$ cat config.mk
export PLATFORM = sky130hd
export DESIGN_NAME = pic_8259_bus_master_flat
export DESIGN_NICKNAME = d
export VERILOG_FILES = /design/src/rtl/pic_8259_pkg.sv /design/src/rtl/pic_8259_if.sv /design/src/rtl/pic_8259_bus_cycle.sv /design/src/rtl/pic_8259_bus_master.sv /design/src/flat_wrapper.sv
export SDC_FILE = /design/constraint.sdc
export NUM_CORES = 1
export LEC_CHECK = 0
export CORE_ASPECT_RATIO = 0.9
export CORE_UTILIZATION = 41
export CTS_CLUSTER_DIAMETER = 60
export DETAILED_ROUTE_END_ITERATION = 16
export MAX_ROUTING_LAYER = met4
export PLACE_DENSITY = 0.75
export RECOVER_POWER = 25
export SYNTH_ARGS = -nofsm -noshare
export SYNTH_HDL_FRONTEND = slang
export SYNTH_SLANG_ARGS = --single-unit
$ cat constraint.sdc
create_clock -name clock -period 1.71 [get_ports clock]
set_input_delay 0.342 -clock clock [delete_from_list [all_inputs] [get_ports clock]]
set_output_delay 0.342 -clock clock [all_outputs]
set_load 0.01 [all_outputs]
$ cat src/rtl/pic_8259_pkg.sv
// Shared encodings for the 8259A bus master: host opcodes, FSM states, ICW1 bit positions
// and the opcode-to-bus mapping helpers.
package pic_8259_pkg;

  typedef enum logic [2:0] {
    OP_ICW1 = 3'd0,
    OP_ICW2 = 3'd1,
    OP_ICW3 = 3'd2,
    OP_ICW4 = 3'd3,
    OP_OCW1 = 3'd4,
    OP_OCW2 = 3'd5,
    OP_OCW3 = 3'd6,
    OP_READ = 3'd7
  } cmd_op_e;

  typedef enum logic [2:0] {
    INIT_UNINIT   = 3'd0,
    INIT_EXP_ICW2 = 3'd1,
    INIT_EXP_ICW3 = 3'd2,
    INIT_EXP_ICW4 = 3'd3,
    INIT_READY    = 3'd4
  } init_state_e;

  typedef enum logic [2:0] {
    BUS_IDLE    = 3'd0,
    BUS_SETUP   = 3'd1,
    BUS_STROBE  = 3'd2,
    BUS_HOLD    = 3'd3,
    BUS_RECOVER = 3'd4
  } bus_state_e;

  localparam int ICW1_IC4_BIT  = 0;
  localparam int ICW1_SNGL_BIT = 1;

  // ICW1 is recognised by the PIC through D4=1 with A0=0; OCW2/OCW3 share A0=0 and
  // are told apart by D4:D3 = 00 / 01.
  function automatic logic [7:0] map_data(input cmd_op_e op, input logic [7:0] d);
    logic [7:0] r;
    r = d;
    case (op)
      OP_ICW1: r = d | 8'h10;
      OP_OCW2: r = d & 8'hE7;
      OP_OCW3: r = (d & 8'hE7) | 8'h08;
      OP_READ: r = 8'h00;
      default: r = d;
    endcase
    return r;
  endfunction

  function automatic logic map_a0(input cmd_op_e op, input logic [7:0] d);
    logic r;
    r = 1'b0;
    case (op)
      OP_ICW2, OP_ICW3, OP_ICW4, OP_OCW1: r = 1'b1;
      OP_READ:                            r = d[0];
      default:                            r = 1'b0;
    endcase
    return r;
  endfunction

endpackage

$ cat src/rtl/pic_8259_if.sv
// Host command/response channel plus the PIC-side pins, bundled for the bus master.
// Handshake: a command transfers on a rising edge where cmd_valid and cmd_ready are both 1;
// the host holds op/data stable while cmd_valid is high. rsp_valid is a single-cycle pulse
// with no back-pressure, and rsp_error/rsp_data are meaningful only while it is high.
interface pic_8259_if;
  import pic_8259_pkg::*;

  logic        cmd_valid;
  logic        cmd_ready;
  logic [2:0]  cmd_op;
  logic [7:0]  cmd_data;
  logic        rsp_valid;
  logic [7:0]  rsp_data;
  logic        rsp_error;
  logic        chip_select_n;
  logic        write_enable_n;
  logic        read_enable_n;
  logic        address;
  logic [7:0]  data_bus_out;
  logic        data_bus_oe;
  logic [7:0]  data_bus_in;
  logic        init_done;
  bus_state_e  dbg_bus_state;
  init_state_e dbg_init_state;

  modport master (
    input  cmd_valid, cmd_op, cmd_data, data_bus_in,
    output cmd_ready, rsp_valid, rsp_data, rsp_error,
    output chip_select_n, write_enable_n, read_enable_n, address,
    output data_bus_out, data_bus_oe, init_done, dbg_bus_state, dbg_init_state
  );

  modport slave (
    output cmd_valid, cmd_op, cmd_data, data_bus_in,
    input  cmd_ready, rsp_valid, rsp_data, rsp_error,
    input  chip_select_n, write_enable_n, read_enable_n, address,
    input  data_bus_out, data_bus_oe, init_done, dbg_bus_state, dbg_init_state
  );

endinterface

$ cat src/rtl/pic_8259_bus_cycle.sv
// Timed CS#/WR#/RD# bus cycle generator: one down-counter shared by all phases, reloaded
// on entry to each phase; pins are decoded from the registered state.
module pic_8259_bus_cycle
  import pic_8259_pkg::*;
#(
  parameter int SETUP_CYCLES   = 1,
  parameter int STROBE_CYCLES  = 2,
  parameter int HOLD_CYCLES    = 1,
  parameter int RECOVER_CYCLES = 1
) (
  input  logic       clk,
  input  logic       rst_n,
  input  logic       i_start,
  input  logic       i_is_read,
  input  logic       i_a0,
  input  logic [7:0] i_wdata,
  input  logic [7:0] i_din,
  output logic       o_idle,
  output logic       o_rsp_valid,
  output logic [7:0] o_rsp_data,
  output logic       o_cs_n,
  output logic       o_wr_n,
  output logic       o_rd_n,
  output logic       o_a0,
  output logic [7:0] o_dout,
  output logic       o_oe,
  output bus_state_e o_state
);

  localparam int MAX_SP = (SETUP_CYCLES > STROBE_CYCLES) ? SETUP_CYCLES : STROBE_CYCLES;
  localparam int MAX_HR = (HOLD_CYCLES > RECOVER_CYCLES) ? HOLD_CYCLES : RECOVER_CYCLES;
  localparam int MAX_P  = (MAX_SP > MAX_HR) ? MAX_SP : MAX_HR;
  localparam int CW     = $clog2(MAX_P) + 1;

  typedef logic [CW-1:0] cnt_t;

  bus_state_e r_state;
  bus_state_e w_state_nxt;
  cnt_t       r_cnt;
  cnt_t       w_cnt_nxt;
  logic       r_a0;
  logic [7:0] r_wdata;
  logic       r_is_read;
  logic [7:0] r_rd_data;
  logic       w_load;
  logic       w_active;
  logic       w_rsp;

  assign w_load = (r_state == BUS_IDLE) && i_start;

  always_ff @(posedge clk or negedge rst_n) begin
    if (!rst_n) begin
      r_state   <= BUS_IDLE;
      r_cnt     <= '0;
      r_a0      <= 1'b0;
      r_wdata   <= 8'h00;
      r_is_read <= 1'b0;
      r_rd_data <= 8'h00;
    end else begin
      r_state <= w_state_nxt;
      r_cnt   <= w_cnt_nxt;
      if (w_load) begin
        r_a0      <= i_a0;
        r_wdata   <= i_is_read ? 8'h00 : i_wdata;
        r_is_read <= i_is_read;
      end
      // Sample at the end of the strobe, when the PIC has had the longest to drive.
      if ((r_state == BUS_STROBE) && (r_cnt == '0) && r_is_read) begin
        r_rd_data <= i_din;
      end
    end
  end

  always_comb begin
    w_state_nxt = r_state;
    w_cnt_nxt   = (r_cnt != '0) ? (r_cnt - cnt_t'(1)) : '0;
    case (r_state)
      BUS_IDLE: begin
        if (i_start) begin
          w_state_nxt = BUS_SETUP;
          w_cnt_nxt   = cnt_t'(SETUP_CYCLES - 1);
        end
      end
      BUS_SETUP: begin
        if (r_cnt == '0) begin
          w_state_nxt = BUS_STROBE;
          w_cnt_nxt   = cnt_t'(STROBE_CYCLES - 1);
        end
      end
      BUS_STROBE: begin
        if (r_cnt == '0) begin
          w_state_nxt = BUS_HOLD;
          w_cnt_nxt   = cnt_t'(HOLD_CYCLES - 1);
        end
      end
      BUS_HOLD: begin
        if (r_cnt == '0) begin
          w_state_nxt = BUS_RECOVER;
          w_cnt_nxt   = cnt_t'(RECOVER_CYCLES - 1);
        end
      end
      BUS_RECOVER: begin
        if (r_cnt == '0) begin
          w_state_nxt = BUS_IDLE;
          w_cnt_nxt   = '0;
        end
      end
      default: begin
        w_state_nxt = BUS_IDLE;
        w_cnt_nxt   = '0;
      end
    endcase
  end

  assign w_active = (r_state == BUS_SETUP) || (r_state == BUS_STROBE) || (r_state == BUS_HOLD);
  assign w_rsp    = (r_state == BUS_RECOVER) && (r_cnt == cnt_t'(RECOVER_CYCLES - 1));

  assign o_idle      = (r_state == BUS_IDLE);
  assign o_rsp_valid = w_rsp;
  assign o_rsp_data  = (w_rsp && r_is_read) ? r_rd_data : 8'h00;
  assign o_cs_n      = ~w_active;
  assign o_wr_n      = ~((r_state == BUS_STROBE) && !r_is_read);
  assign o_rd_n      = ~((r_state == BUS_STROBE) && r_is_read);
  assign o_a0        = w_active & r_a0;
  assign o_oe        = w_active & ~r_is_read;
  assign o_dout      = (w_active && !r_is_read) ? r_wdata : 8'h00;
  assign o_state     = r_state;

endmodule

$ cat src/rtl/pic_8259_bus_master.sv
// CPU-side 8259A initiator: tracks the ICW programming sequence, maps host opcodes onto
// A0/data, and either launches a bus cycle or answers immediately with an error.
module pic_8259_bus_master
  import pic_8259_pkg::*;
#(
  parameter int SETUP_CYCLES   = 1,
  parameter int STROBE_CYCLES  = 2,
  parameter int HOLD_CYCLES    = 1,
  parameter int RECOVER_CYCLES = 1
) (
  input  logic          clock,
  input  logic          reset_n,
  pic_8259_if.master    bus
);

  cmd_op_e     w_op;
  init_state_e r_init;
  init_state_e w_init_nxt;
  init_state_e w_target;
  logic        r_sngl;
  logic        r_ic4;
  logic        r_rej;
  logic        w_legal;
  logic        w_idle;
  logic        w_accept;
  logic        w_start;
  logic        w_bus_rsp;
  logic [7:0]  w_bus_rsp_data;

  assign w_op     = cmd_op_e'(bus.cmd_op);
  assign w_accept = bus.cmd_valid & w_idle;
  assign w_start  = w_accept & w_legal;

  always_ff @(posedge clock or negedge reset_n) begin
    if (!reset_n) begin
      r_init <= INIT_UNINIT;
      r_sngl <= 1'b0;
      r_ic4  <= 1'b0;
      r_rej  <= 1'b0;
    end else begin
      r_init <= w_init_nxt;
      r_rej  <= w_accept & ~w_legal;
      if (w_accept && (w_op == OP_ICW1)) begin
        r_sngl <= bus.cmd_data[ICW1_SNGL_BIT];
        r_ic4  <= bus.cmd_data[ICW1_IC4_BIT];
      end
    end
  end

  // ICW1 always restarts the sequence; READ never disturbs it.
  always_comb begin
    w_legal    = 1'b0;
    w_target   = r_init;
    w_init_nxt = r_init;
    case (w_op)
      OP_ICW1: begin
        w_legal  = 1'b1;
        w_target = INIT_EXP_ICW2;
      end
      OP_ICW2: begin
        w_legal  = (r_init == INIT_EXP_ICW2);
        w_target = !r_sngl ? INIT_EXP_ICW3 : (r_ic4 ? INIT_EXP_ICW4 : INIT_READY);
      end
      OP_ICW3: begin
        w_legal  = (r_init == INIT_EXP_ICW3);
        w_target = r_ic4 ? INIT_EXP_ICW4 : INIT_READY;
      end
      OP_ICW4: begin
        w_legal  = (r_init == INIT_EXP_ICW4);
        w_target = INIT_READY;
      end
      OP_OCW1, OP_OCW2, OP_OCW3: begin
        w_legal  = (r_init == INIT_READY);
      end
      OP_READ: begin
        w_legal  = 1'b1;
      end
      default: begin
        w_legal  = 1'b0;
      end
    endcase
    if (w_accept && w_legal) begin
      w_init_nxt = w_target;
    end
  end

  pic_8259_bus_cycle #(
    .SETUP_CYCLES   (SETUP_CYCLES),
    .STROBE_CYCLES  (STROBE_CYCLES),
    .HOLD_CYCLES    (HOLD_CYCLES),
    .RECOVER_CYCLES (RECOVER_CYCLES)
  ) u_bus_cycle (
    .clk         (clock),
    .rst_n       (reset_n),
    .i_start     (w_start),
    .i_is_read   (w_op == OP_READ),
    .i_a0        (map_a0(w_op, bus.cmd_data)),
    .i_wdata     (map_data(w_op, bus.cmd_data)),
    .i_din       (bus.data_bus_in),
    .o_idle      (w_idle),
    .o_rsp_valid (w_bus_rsp),
    .o_rsp_data  (w_bus_rsp_data),
    .o_cs_n      (bus.chip_select_n),
    .o_wr_n      (bus.write_enable_n),
    .o_rd_n      (bus.read_enable_n),
    .o_a0        (bus.address),
    .o_dout      (bus.data_bus_out),
    .o_oe        (bus.data_bus_oe),
    .o_state     (bus.dbg_bus_state)
  );

  assign bus.cmd_ready      = w_idle;
  assign bus.rsp_valid      = w_bus_rsp | r_rej;
  assign bus.rsp_error      = r_rej;
  assign bus.rsp_data       = w_bus_rsp_data;
  assign bus.init_done      = (r_init == INIT_READY);
  assign bus.dbg_init_state = r_init;

endmodule

$ cat src/flat_wrapper.sv
// flat-port wrapper written by rule: the top's interface ports become plain ports
module pic_8259_bus_master_flat import pic_8259_pkg::*;
#(
  parameter int SETUP_CYCLES   = 1,
  parameter int STROBE_CYCLES  = 2,
  parameter int HOLD_CYCLES    = 1,
  parameter int RECOVER_CYCLES = 1
)
  (clock, reset_n, bus_cmd_valid, bus_cmd_op, bus_cmd_data, bus_data_bus_in, bus_cmd_ready, bus_rsp_valid, bus_rsp_data, bus_rsp_error, bus_chip_select_n, bus_write_enable_n, bus_read_enable_n, bus_address, bus_data_bus_out, bus_data_bus_oe, bus_init_done, bus_dbg_bus_state, bus_dbg_init_state);
  pic_8259_if bus_i ();
  input  logic clock;
  input  logic reset_n;
  input wire logic [$bits(bus_i.cmd_valid)-1:0] bus_cmd_valid;
  input wire logic [$bits(bus_i.cmd_op)-1:0] bus_cmd_op;
  input wire logic [$bits(bus_i.cmd_data)-1:0] bus_cmd_data;
  input wire logic [$bits(bus_i.data_bus_in)-1:0] bus_data_bus_in;
  output wire logic [$bits(bus_i.cmd_ready)-1:0] bus_cmd_ready;
  output wire logic [$bits(bus_i.rsp_valid)-1:0] bus_rsp_valid;
  output wire logic [$bits(bus_i.rsp_data)-1:0] bus_rsp_data;
  output wire logic [$bits(bus_i.rsp_error)-1:0] bus_rsp_error;
  output wire logic [$bits(bus_i.chip_select_n)-1:0] bus_chip_select_n;
  output wire logic [$bits(bus_i.write_enable_n)-1:0] bus_write_enable_n;
  output wire logic [$bits(bus_i.read_enable_n)-1:0] bus_read_enable_n;
  output wire logic [$bits(bus_i.address)-1:0] bus_address;
  output wire logic [$bits(bus_i.data_bus_out)-1:0] bus_data_bus_out;
  output wire logic [$bits(bus_i.data_bus_oe)-1:0] bus_data_bus_oe;
  output wire logic [$bits(bus_i.init_done)-1:0] bus_init_done;
  output wire logic [$bits(bus_i.dbg_bus_state)-1:0] bus_dbg_bus_state;
  output wire logic [$bits(bus_i.dbg_init_state)-1:0] bus_dbg_init_state;
  assign bus_i.cmd_valid = bus_cmd_valid;
  assign bus_i.cmd_op = bus_cmd_op;
  assign bus_i.cmd_data = bus_cmd_data;
  assign bus_i.data_bus_in = bus_data_bus_in;
  assign bus_cmd_ready = bus_i.cmd_ready;
  assign bus_rsp_valid = bus_i.rsp_valid;
  assign bus_rsp_data = bus_i.rsp_data;
  assign bus_rsp_error = bus_i.rsp_error;
  assign bus_chip_select_n = bus_i.chip_select_n;
  assign bus_write_enable_n = bus_i.write_enable_n;
  assign bus_read_enable_n = bus_i.read_enable_n;
  assign bus_address = bus_i.address;
  assign bus_data_bus_out = bus_i.data_bus_out;
  assign bus_data_bus_oe = bus_i.data_bus_oe;
  assign bus_init_done = bus_i.init_done;
  assign bus_dbg_bus_state = bus_i.dbg_bus_state;
  assign bus_dbg_init_state = bus_i.dbg_init_state;
  pic_8259_bus_master #(.SETUP_CYCLES(SETUP_CYCLES), .STROBE_CYCLES(STROBE_CYCLES), .HOLD_CYCLES(HOLD_CYCLES), .RECOVER_CYCLES(RECOVER_CYCLES)) u_core (.clock(clock), .reset_n(reset_n), .bus(bus_i));
endmodule
==> out/results.ini, run 1 <==
[clocking]
cts_tree=done
clk_pin_slew_ps=70
htreeDepth=2
ctsHoldBuffers=0
cts_sinks=29
clockRootBuffer=clkbuf_8
cts_buffers=5
clockBufferDepth=2
clock_latency_ps=270

[timing]
rsz0062_at_grt=yes
max_freq_mhz=487.9
setup_viol=37
hold_violations=0
min_period_over_period_pct=119.9
finalWorstSetupSlack_ps=-339.7
skew_ps=9.293
slew_headroom_pct=49.54
tightestPinTransition_ps=756.9
tns_ps=-7780
min_period_ps=2050
slew_viol_final=0

[placement]
hpwlAfterDp_mm=2.913
port_buffers=52
place_congestion=0.8275
dp_slack_ps=-511.5

[yosys]
yosysTopAreaCell=dfrtp_1
syn_area_per_cell_um2=9.815
synth_common_cells=29 x dfrtp_1, 14 x inv_1, 12 x mux2_2, 12 x nor2_1, 10 x and2_1
synth.most_common_cell=dfrtp_1
synthFlopType=dfrtp_1
synthTopCellsByArea=dfrtp_1 44%, mux2_2 8.2%, mux2i_1 4.9%
syn-num-nets=189
syn_inst=167
synthDistinctLibCells=42
ys_seq_area_share_pct=44.27
yosys_warnings=0
synth-edff-count=0
synth-seq-cells=29
synth_top_area_share_pct=44.27
netlist_area_um2=1639
synthArstFlopShare_pct=100.0

[routing]
routedWlPerCell_um=15.44
drcViolationCount=0
num_vias=1708
firstDrtPassIters=4
postRouteAntennaNets=0
drt_iter0_drc=89
wl_mm=5.033
viasPerCell=5.239

[cells_and_area]
fillers=251
area_growth_pct=81.98
final_util_pct=78.84
drive_gt1_share_pct=52.14
antenna_cells=0
nNetsFinal=301

[setup_path]
critPathTopFamily=simple AND/OR/NAND/NOR gates
cp_max_fo=4
cp-start-kind=flop
cp.arrival_ps=2210
path_buf_inv=3
slowest_delay_ps=570
required_ps=1870
crit_slowest_cell=or4b_4
crit_top_cell=buf_6
path_class=flop to flop
end_kind=flop
cp_cell_sequence=buf_6, buf_6, or4b_4, buf_6, nor4_4, mux2_4

[run_status]
outcome=finished, violations left
violations=negative setup slack

[flow_run]
drv_cap=0

[die]
die-area_um2=4255
die_h_um=61.98
num_io_pins=53
die_w_um=68.65
start_util_pct=43.32
core_um2=3784
rows=21

[grt]
grt_pass1_wl_mm=7.728
antenna_found_initial=0
grt_usage_pct=26.32
grt_max_degree=30
grt_pass1_vias=1701
overflow=0

[hold_path]
hold_class=flop to flop

[power_and_ir_drop]
power_density_nw_per_um2=1729
leakagePower_nw=1.427
fin_total_pwr_mw=5.156
vdd_drop_max_mv=0.9461

[stage by stage]
step                hold slack, ps  cell area (µm²)  instances
floorplan                    46.41             1677        167
global placement             477.3             2471        293
detailed placement           484.4             2471        293
CTS                          467.6             2821        323
global route                 511.1             2983        326
finish                       499.7             2983        326
[report_power, final]
| part | switching, mW | total, mW | internal, mW |
|---|---|---|---|
| logic | 1.37 | 3.17 | 1.80 |
| clock network | 0.257 | 0.732 | 0.475 |
| registers | 0.223 | 1.25 | 1.03 |
| total | 1.85 | 5.16 | 3.31 |
[worst reg2reg max path: stages (launching register included)]
cell	delay (ps)
dfrtp_2	420
buf_6	120
buf_6	110
or4b_4	570
buf_6	150
nor4_4	220
mux2_4	340
[cells in the final DEF (no fill, tap or decap), drive strengths merged, types with 7 or more instances in the layout]
master / count
a21oi: 7
and2: 10
buf: 84
clkbuf: 9
clkdlybuf4s50: 19
dfrtp: 29
dlygate4sd2: 7
inv: 14
mux2: 14
mux2i: 8
nand2: 9
nor2: 12
nor3: 9
o21ai: 8
[cells by family (layout without fill, tap and decap cells)]
group,after synthesis,count (layout),share of synthesized area (%)
AND/OR/NAND/NOR,63,64,22.14
adder cells (fa/ha/maj),1,1,0.6107
flip-flops,29,29,44.28
XOR/XNOR,1,1,0.5344
buffers and inverters,24,136,6.336
AO/OA/AOI/OAI,27,27,11.60
multiplexers,22,22,14.50
[sequential cells by signal, summed over array words and instances (netlist names)]
register,cells
u_core.u_bus_cycle.r_rd_data,8
u_core.u_bus_cycle.r_a0,1
u_core.r_sngl,1
u_core.bus.rsp_error,1
u_core.u_bus_cycle.r_is_read,1
u_core.u_bus_cycle.o_state,3
u_core.r_ic4,1
u_core.bus.dbg_init_state,3
u_core.u_bus_cycle.r_cnt,2
u_core.u_bus_cycle.r_wdata,8
[area by class of cell]
type / count / area, µm² / share of cell area [%]
multi-input combinational: 115 / 1015 / 34.02
timing repair buffer: 114 / 1011 / 33.89
sequential: 29 / 730.7 / 24.50
clock buffer: 7 / 86.33 / 2.894
tap: 46 / 57.56 / 1.930
inverter: 14 / 52.55 / 1.762
clock inverter: 1 / 30.03 / 1.007
[layer usage]
metal  part of all wire [%]  wire length (µm)  up-vias  GRT usage, %
met5                      0                 0        -             -
met4                   0.50                25        0         5.952
met3                    4.8               243        4         7.117
met2                     54              2727       52         48.04
met1                     40              2036      843         28.46
li1                       -                 -      809             -
[final timing paths]
kind / start / slack [ps] / end / cells after the start
worst max register to register: u_core.u_bus_cycle.o_state[1]$_DFFE_PN0P_ / -340 / u_core.r_sngl$_DFFE_PN0P_ / 6
worst min-delay path: u_core.u_bus_cycle.r_rd_data[1]$_DFFE_PN0P_ / 500 / u_core.u_bus_cycle.r_rd_data[1]$_DFFE_PN0P_ / 1
worst min register to register: u_core.u_bus_cycle.r_rd_data[1]$_DFFE_PN0P_ / 500 / u_core.u_bus_cycle.r_rd_data[1]$_DFFE_PN0P_ / 1
worst max-delay path: u_core.u_bus_cycle.o_state[1]$_DFFE_PN0P_ / -340 / u_core.r_sngl$_DFFE_PN0P_ / 6
max in group asynchronous: reset_n / 520 / u_core.bus.dbg_init_state[1]$_DFFE_PN0P_ / 2
min in group asynchronous: reset_n / 660 / u_core.u_bus_cycle.o_state[1]$_DFFE_PN0P_ / 2
[timing repair]
item / 4_1_cts / 5_1_grt
cloned: 1 / 0
pin swaps: 14 / 19
setup buffers: 22 / 8
resized for setup: 145 / 36
setup endpoints to repair: 45 / 44
No activity file was read; power rests on OpenSTA's default activity.
==> run 2, diff against run 1 <==
--- a/config.mk
+++ b/config.mk
@@ -9,6 +9,7 @@
 export CORE_UTILIZATION = 41
 export CTS_CLUSTER_DIAMETER = 60
 export DETAILED_ROUTE_END_ITERATION = 16
+export HOLD_SLACK_MARGIN = 0.05
 export MAX_ROUTING_LAYER = met4
 export PLACE_DENSITY = 0.75
 export RECOVER_POWER = 25
==> results of run 2 <==
The final DEF is identical to that of run 1; final timing and power are the same.
==> run 3, diff against run 2 <==
--- a/config.mk
+++ b/config.mk
@@ -8,6 +8,7 @@
 export CORE_ASPECT_RATIO = 0.9
 export CORE_UTILIZATION = 41
 export CTS_CLUSTER_DIAMETER = 60
+export CTS_CLUSTER_SIZE = 25
 export DETAILED_ROUTE_END_ITERATION = 16
 export HOLD_SLACK_MARGIN = 0.05
 export MAX_ROUTING_LAYER = met4
==> results of run 3 <==
The final DEF is identical to that of run 1; final timing and power are the same.
